## src/rtl/uart_rx_param_pkg.sv

```systemverilog
// Shared UART definitions: parity codes, receiver FSM states and the default bit period.
// Intended for reuse by the transmitter as well.
package uart_rx_param_pkg;

    localparam int unsigned PARITY_NONE          = 0;
    localparam int unsigned PARITY_ODD           = 1;
    localparam int unsigned PARITY_EVEN          = 2;
    localparam int unsigned DEFAULT_CLKS_PER_BIT = 868;

    typedef enum logic [2:0] {
        ST_IDLE,
        ST_START,
        ST_DATA,
        ST_PARITY,
        ST_STOP,
        ST_BREAK
    } rx_state_t;

    function automatic logic majority3(input logic a, input logic b, input logic c);
        return (a & b) | (a & c) | (b & c);
    endfunction

endpackage

```

## src/rtl/uart_rx_sampler.sv

```systemverilog
// Receive-line front end: preset-to-idle synchroniser, falling-edge detect and
// a 3-tap majority over the current and two previous synchronised samples.
module uart_rx_sampler
    import uart_rx_param_pkg::*;
#(
    parameter int unsigned SYNC_STAGES = 2
) (
    input  logic clk,
    input  logic reset,
    input  logic rx,
    output logic rx_s,
    output logic fall,
    output logic vote
);

    logic [SYNC_STAGES-1:0] sync;
    logic [1:0]             hist;

    always_ff @(posedge clk or posedge reset) begin
        if (reset) begin
            sync <= '1;
            hist <= '1;
        end else begin
            sync <= {sync[SYNC_STAGES-2:0], rx};
            hist <= {hist[0], sync[SYNC_STAGES-1]};
        end
    end

    assign rx_s = sync[SYNC_STAGES-1];
    assign fall = hist[0] & ~rx_s;
    // Evaluated at count M+1, this covers the samples taken at M-1, M and M+1.
    assign vote = majority3(rx_s, hist[0], hist[1]);

endmodule

```

## src/rtl/uart_rx_param.sv

```systemverilog
// Parametrised UART receiver: majority-voted sampling, optional parity, 1 or 2 stop bits,
// error pulses and a valid/ready output register with overrun reporting.
module uart_rx_param
    import uart_rx_param_pkg::*;
#(
    parameter int unsigned CLKS_PER_BIT = DEFAULT_CLKS_PER_BIT,
    parameter int unsigned DATA_BITS    = 8,
    parameter int unsigned PARITY       = PARITY_NONE,
    parameter int unsigned STOP_BITS    = 1,
    parameter int unsigned SYNC_STAGES  = 2
) (
    input  logic                 clk,
    input  logic                 reset,
    input  logic                 rx,
    output logic [DATA_BITS-1:0] rx_data,
    output logic                 rx_valid,
    input  logic                 rx_ready,
    output logic                 frame_err,
    output logic                 parity_err,
    output logic                 overrun,
    output logic                 busy
);

    localparam int unsigned   CW         = $clog2(CLKS_PER_BIT);
    localparam int unsigned   BW         = $clog2(DATA_BITS + 1);
    localparam logic [CW-1:0] SAMPLE_AT  = CW'(CLKS_PER_BIT / 2 + 1);
    localparam logic [CW-1:0] LAST_CNT   = CW'(CLKS_PER_BIT - 1);
    localparam logic [BW-1:0] LAST_BIT   = BW'(DATA_BITS - 1);
    localparam logic          LAST_STOP  = (STOP_BITS == 2);
    // Required XOR over payload plus parity bit.
    localparam logic          PAR_EXPECT = (PARITY == PARITY_ODD);

    rx_state_t            state, state_next;
    logic [CW-1:0]        cnt, cnt_next;
    logic [BW-1:0]        bit_idx, bit_idx_next;
    logic                 stop_idx, stop_idx_next;
    logic [DATA_BITS-1:0] shreg, shreg_next;
    logic                 par_acc, par_acc_next;
    logic                 par_bad, par_bad_next;
    logic                 sample, deliver, frame_fail, parity_fail;
    logic                 rx_s, fall, vote;

    uart_rx_sampler #(
        .SYNC_STAGES(SYNC_STAGES)
    ) u_sampler (
        .clk  (clk),
        .reset(reset),
        .rx   (rx),
        .rx_s (rx_s),
        .fall (fall),
        .vote (vote)
    );

    // The bit counter free-runs with wrap from the start bit onwards, so every
    // bit, including the first data bit, is sampled at the same count.
    always_comb begin
        state_next    = state;
        cnt_next      = (cnt == LAST_CNT) ? '0 : cnt + 1'b1;
        bit_idx_next  = bit_idx;
        stop_idx_next = stop_idx;
        shreg_next    = shreg;
        par_acc_next  = par_acc;
        par_bad_next  = par_bad;
        deliver       = 1'b0;
        frame_fail    = 1'b0;
        parity_fail   = 1'b0;
        sample        = (cnt == SAMPLE_AT);
        unique case (state)
            ST_IDLE: begin
                cnt_next = '0;
                if (fall) state_next = ST_START;
            end
            ST_START: begin
                if (sample) begin
                    if (vote) begin
                        state_next = ST_IDLE;
                    end else begin
                        state_next    = ST_DATA;
                        bit_idx_next  = '0;
                        stop_idx_next = 1'b0;
                        par_acc_next  = 1'b0;
                        par_bad_next  = 1'b0;
                    end
                end
            end
            ST_DATA: begin
                if (sample) begin
                    shreg_next   = {vote, shreg[DATA_BITS-1:1]};
                    par_acc_next = par_acc ^ vote;
                    if (bit_idx == LAST_BIT) begin
                        state_next = (PARITY != PARITY_NONE) ? ST_PARITY : ST_STOP;
                    end else begin
                        bit_idx_next = bit_idx + 1'b1;
                    end
                end
            end
            ST_PARITY: begin
                if (sample) begin
                    par_bad_next = ((par_acc ^ vote) != PAR_EXPECT);
                    state_next   = ST_STOP;
                end
            end
            ST_STOP: begin
                if (sample) begin
                    if (!vote) begin
                        frame_fail = 1'b1;
                        state_next = ST_BREAK;
                    end else if (stop_idx == LAST_STOP) begin
                        parity_fail = par_bad;
                        deliver     = ~par_bad;
                        state_next  = ST_IDLE;
                    end else begin
                        stop_idx_next = 1'b1;
                    end
                end
            end
            ST_BREAK: begin
                cnt_next = '0;
                if (rx_s) state_next = ST_IDLE;
            end
            default: state_next = ST_IDLE;
        endcase
    end

    always_ff @(posedge clk or posedge reset) begin
        if (reset) begin
            state    <= ST_IDLE;
            cnt      <= '0;
            bit_idx  <= '0;
            stop_idx <= 1'b0;
            shreg    <= '0;
            par_acc  <= 1'b0;
            par_bad  <= 1'b0;
            busy     <= 1'b0;
        end else begin
            state    <= state_next;
            cnt      <= cnt_next;
            bit_idx  <= bit_idx_next;
            stop_idx <= stop_idx_next;
            shreg    <= shreg_next;
            par_acc  <= par_acc_next;
            par_bad  <= par_bad_next;
            busy     <= !(state_next inside {ST_IDLE, ST_START});
        end
    end

    always_ff @(posedge clk or posedge reset) begin
        if (reset) begin
            rx_data    <= '0;
            rx_valid   <= 1'b0;
            frame_err  <= 1'b0;
            parity_err <= 1'b0;
            overrun    <= 1'b0;
        end else begin
            frame_err  <= frame_fail;
            parity_err <= parity_fail;
            overrun    <= deliver & rx_valid & ~rx_ready;
            if (deliver && (!rx_valid || rx_ready)) begin
                rx_data  <= shreg;
                rx_valid <= 1'b1;
            end else if (rx_valid && rx_ready) begin
                rx_valid <= 1'b0;
            end
        end
    end

endmodule
```

## config.mk

```make
export PLATFORM = sky130hd
export DESIGN_NAME = uart_rx_param
export DESIGN_NICKNAME = d
export VERILOG_FILES = /design/src/rtl/uart_rx_param_pkg.sv /design/src/rtl/uart_rx_sampler.sv /design/src/rtl/uart_rx_param.sv
export SDC_FILE = /design/constraint.sdc
export NUM_CORES = 1
export LEC_CHECK = 0
export ABC_AREA = 1
export CORE_UTILIZATION = 45
export DETAILED_ROUTE_END_ITERATION = 10
export GPL_TIMING_DRIVEN = 1
export MAX_ROUTING_LAYER = met4
export PLACE_DENSITY = 0.67
export SLEW_MARGIN = 10
export SYNTH_ARGS = -nofsm -noshare
export SYNTH_HDL_FRONTEND = slang
export SYNTH_HIERARCHICAL = 1
export SYNTH_SLANG_ARGS = --single-unit
```

## constraint.sdc

```tcl
create_clock -name clk -period 1.65 [get_ports clk]
set_clock_uncertainty 0.1 [all_clocks]
set_input_delay 0.2475 -clock clk [delete_from_list [all_inputs] [get_ports clk]]
set_output_delay 0.2475 -clock clk [all_outputs]
set_load 0.05 [all_outputs]
```

==> flow_metrics.tcl <==
set metrics [dict create \
    status "finished, violations left" \
    violations "DRC" \
    r2r_slack_ns 0.08 \
    p_total_mw 2.53 \
    setup_violations 0 \
    slew_viol_final 0 \
    worstRegToRegCells 8 \
    slew_headroom_pct 75.2 \
    yosys.area.top_type "dfrtp_1" \
    grt.overflow.total 0 \
    grt_max_degree 30 \
    io_pins 17 \
    finalCritPeriodShare_pct 95.3 \
    dr.first_iter.drc_count 107 \
    ys_types 33 \
    multi_input_area_um2 938 \
    powerDensity_nw_per_um2 964 \
    path_cells "ha_2 -> nand2_2 -> nor2_4 -> nand3b_2 -> nor2_8 -> buf_4 -> nand4_1 -> nand2_1" \
    diodes 0 \
    max_freq_mhz 636 \
    wire_per_inst_um 11.7 \
    crit_path_max_incr_delay_ns 0.38 \
    io_buffers 16 \
    syn-instance-count 256 \
    fillers 403 \
    leakagePower_nw 1.40 \
    hp-class "input port to asynchronous set/reset pin" \
    postLayoutCellArea_um2 2620 \
    cts_inserted_buffers 5 \
    topRoutingLayerUsed "met4" \
    postRouteAntennaNets 0 \
    vias 1714 \
    antenna_found_initial 0 \
    tightest_slew_ns 0.371 \
    ys_ff_latch 44 \
    path_clk_slew_ns 0.08 \
    rsz0062_at_grt "true" \
    area_growth_pct 21.7 \
    globalRouteTotalUtil_pct 18.7 \
    synthFlopType "dfrtp_1" \
    utilization_pct 58.6 \
    grt_pass1_vias 1505 \
    synth_nets 262 \
    coreArea_um2 4470 \
    gp_congestion 0.882 \
    grt_pass1_wl_mm 6.97 \
    wl_met1_mm 2.03 \
    root_buffer "clkbuf_8" \
    ys_warn_count 6 \
    hold_buffers 0 \
    initial_core_util_pct 48.2 \
    crit_path_end_kind "register" \
    synthTopCellsByArea "dfrtp_1 46%, nand2_1 15%, dfstp_2 4.9%, inv_1 4.9%, nor2_1 4.5%" \
    startpoint_type "register" \
    cp.arrival_ns 1.71 \
    register_area_um2 1110 \
    viasPerCell 4.93 \
    yosysSeqAreaShare_pct 51.3 \
    max-vdd-ir-drop_uv 683 \
    hold_viol 0 \
    die-height_um 71.2 \
    clk_latency_ns 0.30 \
    critical_path.max_fanout 8 \
    die_w_um 71.2 \
    drc_errors 4 \
    period_minus_slack_ns 1.57 \
    hpwl_mm 3.06 \
    path_class "register to register" \
    crit_slowest_cell "dfrtp_1" \
    synth_top_area_share_pct 46.5 \
    wl_met3_um 209 \
    cts_htree_levels 2 \
    cts_tree "built" \
    synth_area_um2 2150 \
    drt-pass1-iter-count 7 \
    drive_above_1_share_pct 24.0 \
    synth_edf_count 0 \
    postPlaceCellArea_um2 2420 \
    cts_max_path_buffers 2 \
    syn_avg_cell_area_um2 8.42 \
    rows 24 \
    layout.nets 301 \
    wl_met2_mm 1.78 \
    cp.required_ns 1.79 \
    cts_num_sinks 44 \
    synthArstFlopShare_pct 100 \
    totalWireLength_mm 4.08 \
    dieArea_um2 5070 \
    max_cap_violations 0 \
]
==> placed cells by master, fill, tap and decap left out, types with 2 or more instances in the layout <==
cell type | netlist | final
nand3_4 | 2 | 2
nand4_1 | 11 | 11
nor3_1 | 5 | 5
nand2_2 | 3 | 5
xor2_1 | 3 | 3
nand2_1 | 87 | 85
nor2_1 | 26 | 24
inv_1 | 28 | 28
dfrtp_1 | 40 | 40
nand3_2 | 0 | 3
nor3b_1 | 2 | 2
buf_4 | 0 | 31
dfstp_2 | 4 | 4
nand3_1 | 16 | 13
clkbuf_8 | 0 | 5
clkdlybuf4s50_1 | 0 | 3
a21oi_1 | 5 | 4
o21ai_2 | 2 | 2
clkinv_4 | 1 | 3
nor2_4 | 3 | 4
==> final timing paths <==
| kind | endpoint | from |
|---|---|---|
| worst min register to register | u_sampler/sync[1] | u_sampler/sync[0] |
| worst min-delay path | state[1] | reset |
| worst max-delay path | rx_data[0] | cnt[0] |
| max in group asynchronous | cnt[7] | reset |
| worst max register to register | rx_data[0] | cnt[0] |
| min in group clk | u_sampler/sync[0] | rx |
==> what timing repair did <==
| action | 4_1_cts | 5_1_grt |
|---|---|---|
| setup buffers | 0 | 5 |
| endpoints found under the hold margin | 0 | 0 |
| gates resized for setup | 1 | 10 |
| setup endpoints to repair | 1 | 19 |
| cloned | 0 | 1 |
| pin swaps | 0 | 3 |
==> flip-flops by register name (all words and copies together), names as in the netlist <==
name and cells:
cnt 10, rx_data 8, shreg 8, bit_idx 4, state 3, u_sampler/hist 2
u_sampler/sync 2, busy 1, frame_err 1, overrun 1, par_acc 1, par_bad 1
parity_err 1, rx_valid 1
==> per-stage QoR <==
step | TNS, ns | worst slack (ns) | hold slack, ns | std cells
floorplan | 0 | 0.0426 | 0.103 | 256
global placement | 0 | 0.0436 | 0.250 | 334
detailed placement | 0 | 0.00228 | 0.250 | 334
CTS | 0 | 0.0135 | 0.187 | 342
global route | -0.643 | -0.0547 | 0.222 | 348
finish | 0 | 0.0773 | 0.191 | 348
==> cells by family after synthesis <==
| logic type | count (synthesis) | synth area share [%] |
|---|---|---|
| buffers and inverters | 34 | 6.79 |
| AOI/OAI and AO/OA | 11 | 3.66 |
| xor gates and xnor gates | 4 | 1.63 |
| adders and majority gates | 2 | 1.16 |
| and+or+nand+nor | 161 | 35.4 |
| DFF | 44 | 51.3 |
==> report_power, final <==
group          switching [mW]  internal (mW)
combinational           0.251          0.207
sequential             0.0830           1.15
clock                   0.377          0.456
total                   0.711           1.82
==> synth_stat cells, types with 2 or more instances <==
library cell,number
dfrtp_1,40
nand3_1,16
nand4_1,11
ha_1,2
a21oi_1,5
nand3_4,2
xor2_1,3
inv_1,28
nor3b_1,2
nor2_1,26
nor2_4,3
o21ai_2,2
nor3_1,5
nand2_1,87
nand2_2,3
dfstp_2,4
==> final cells by class <==
cell class | instances | area share [%]
multi-input combinational | 178 | 35.8
clock inverter | 3 | 1.81
sequential | 44 | 42.2
timing repair buffer | 35 | 10.4
timing repair inverter | 1 | 0.191
inverter | 30 | 4.48
tap | 52 | 2.48
clock buffer | 5 | 2.62
==> critical path: cells and delay by family (launching register included) <==
family                   cells  cell delay [ns]
buffers and inverters        1             0.15
flip-flops                   1             0.38
AND/OR/NAND/NOR              6             0.70
adder cells (fa/ha/maj)      1             0.20
==> layer usage <==
layer,up-vias,global-route usage (%)
met1,776,25.4
met2,41,27.1
met3,5,4.56
li1,892,-
met5,-,-
met4,0,7.33
No activity file was read; power rests on OpenSTA's default activity.
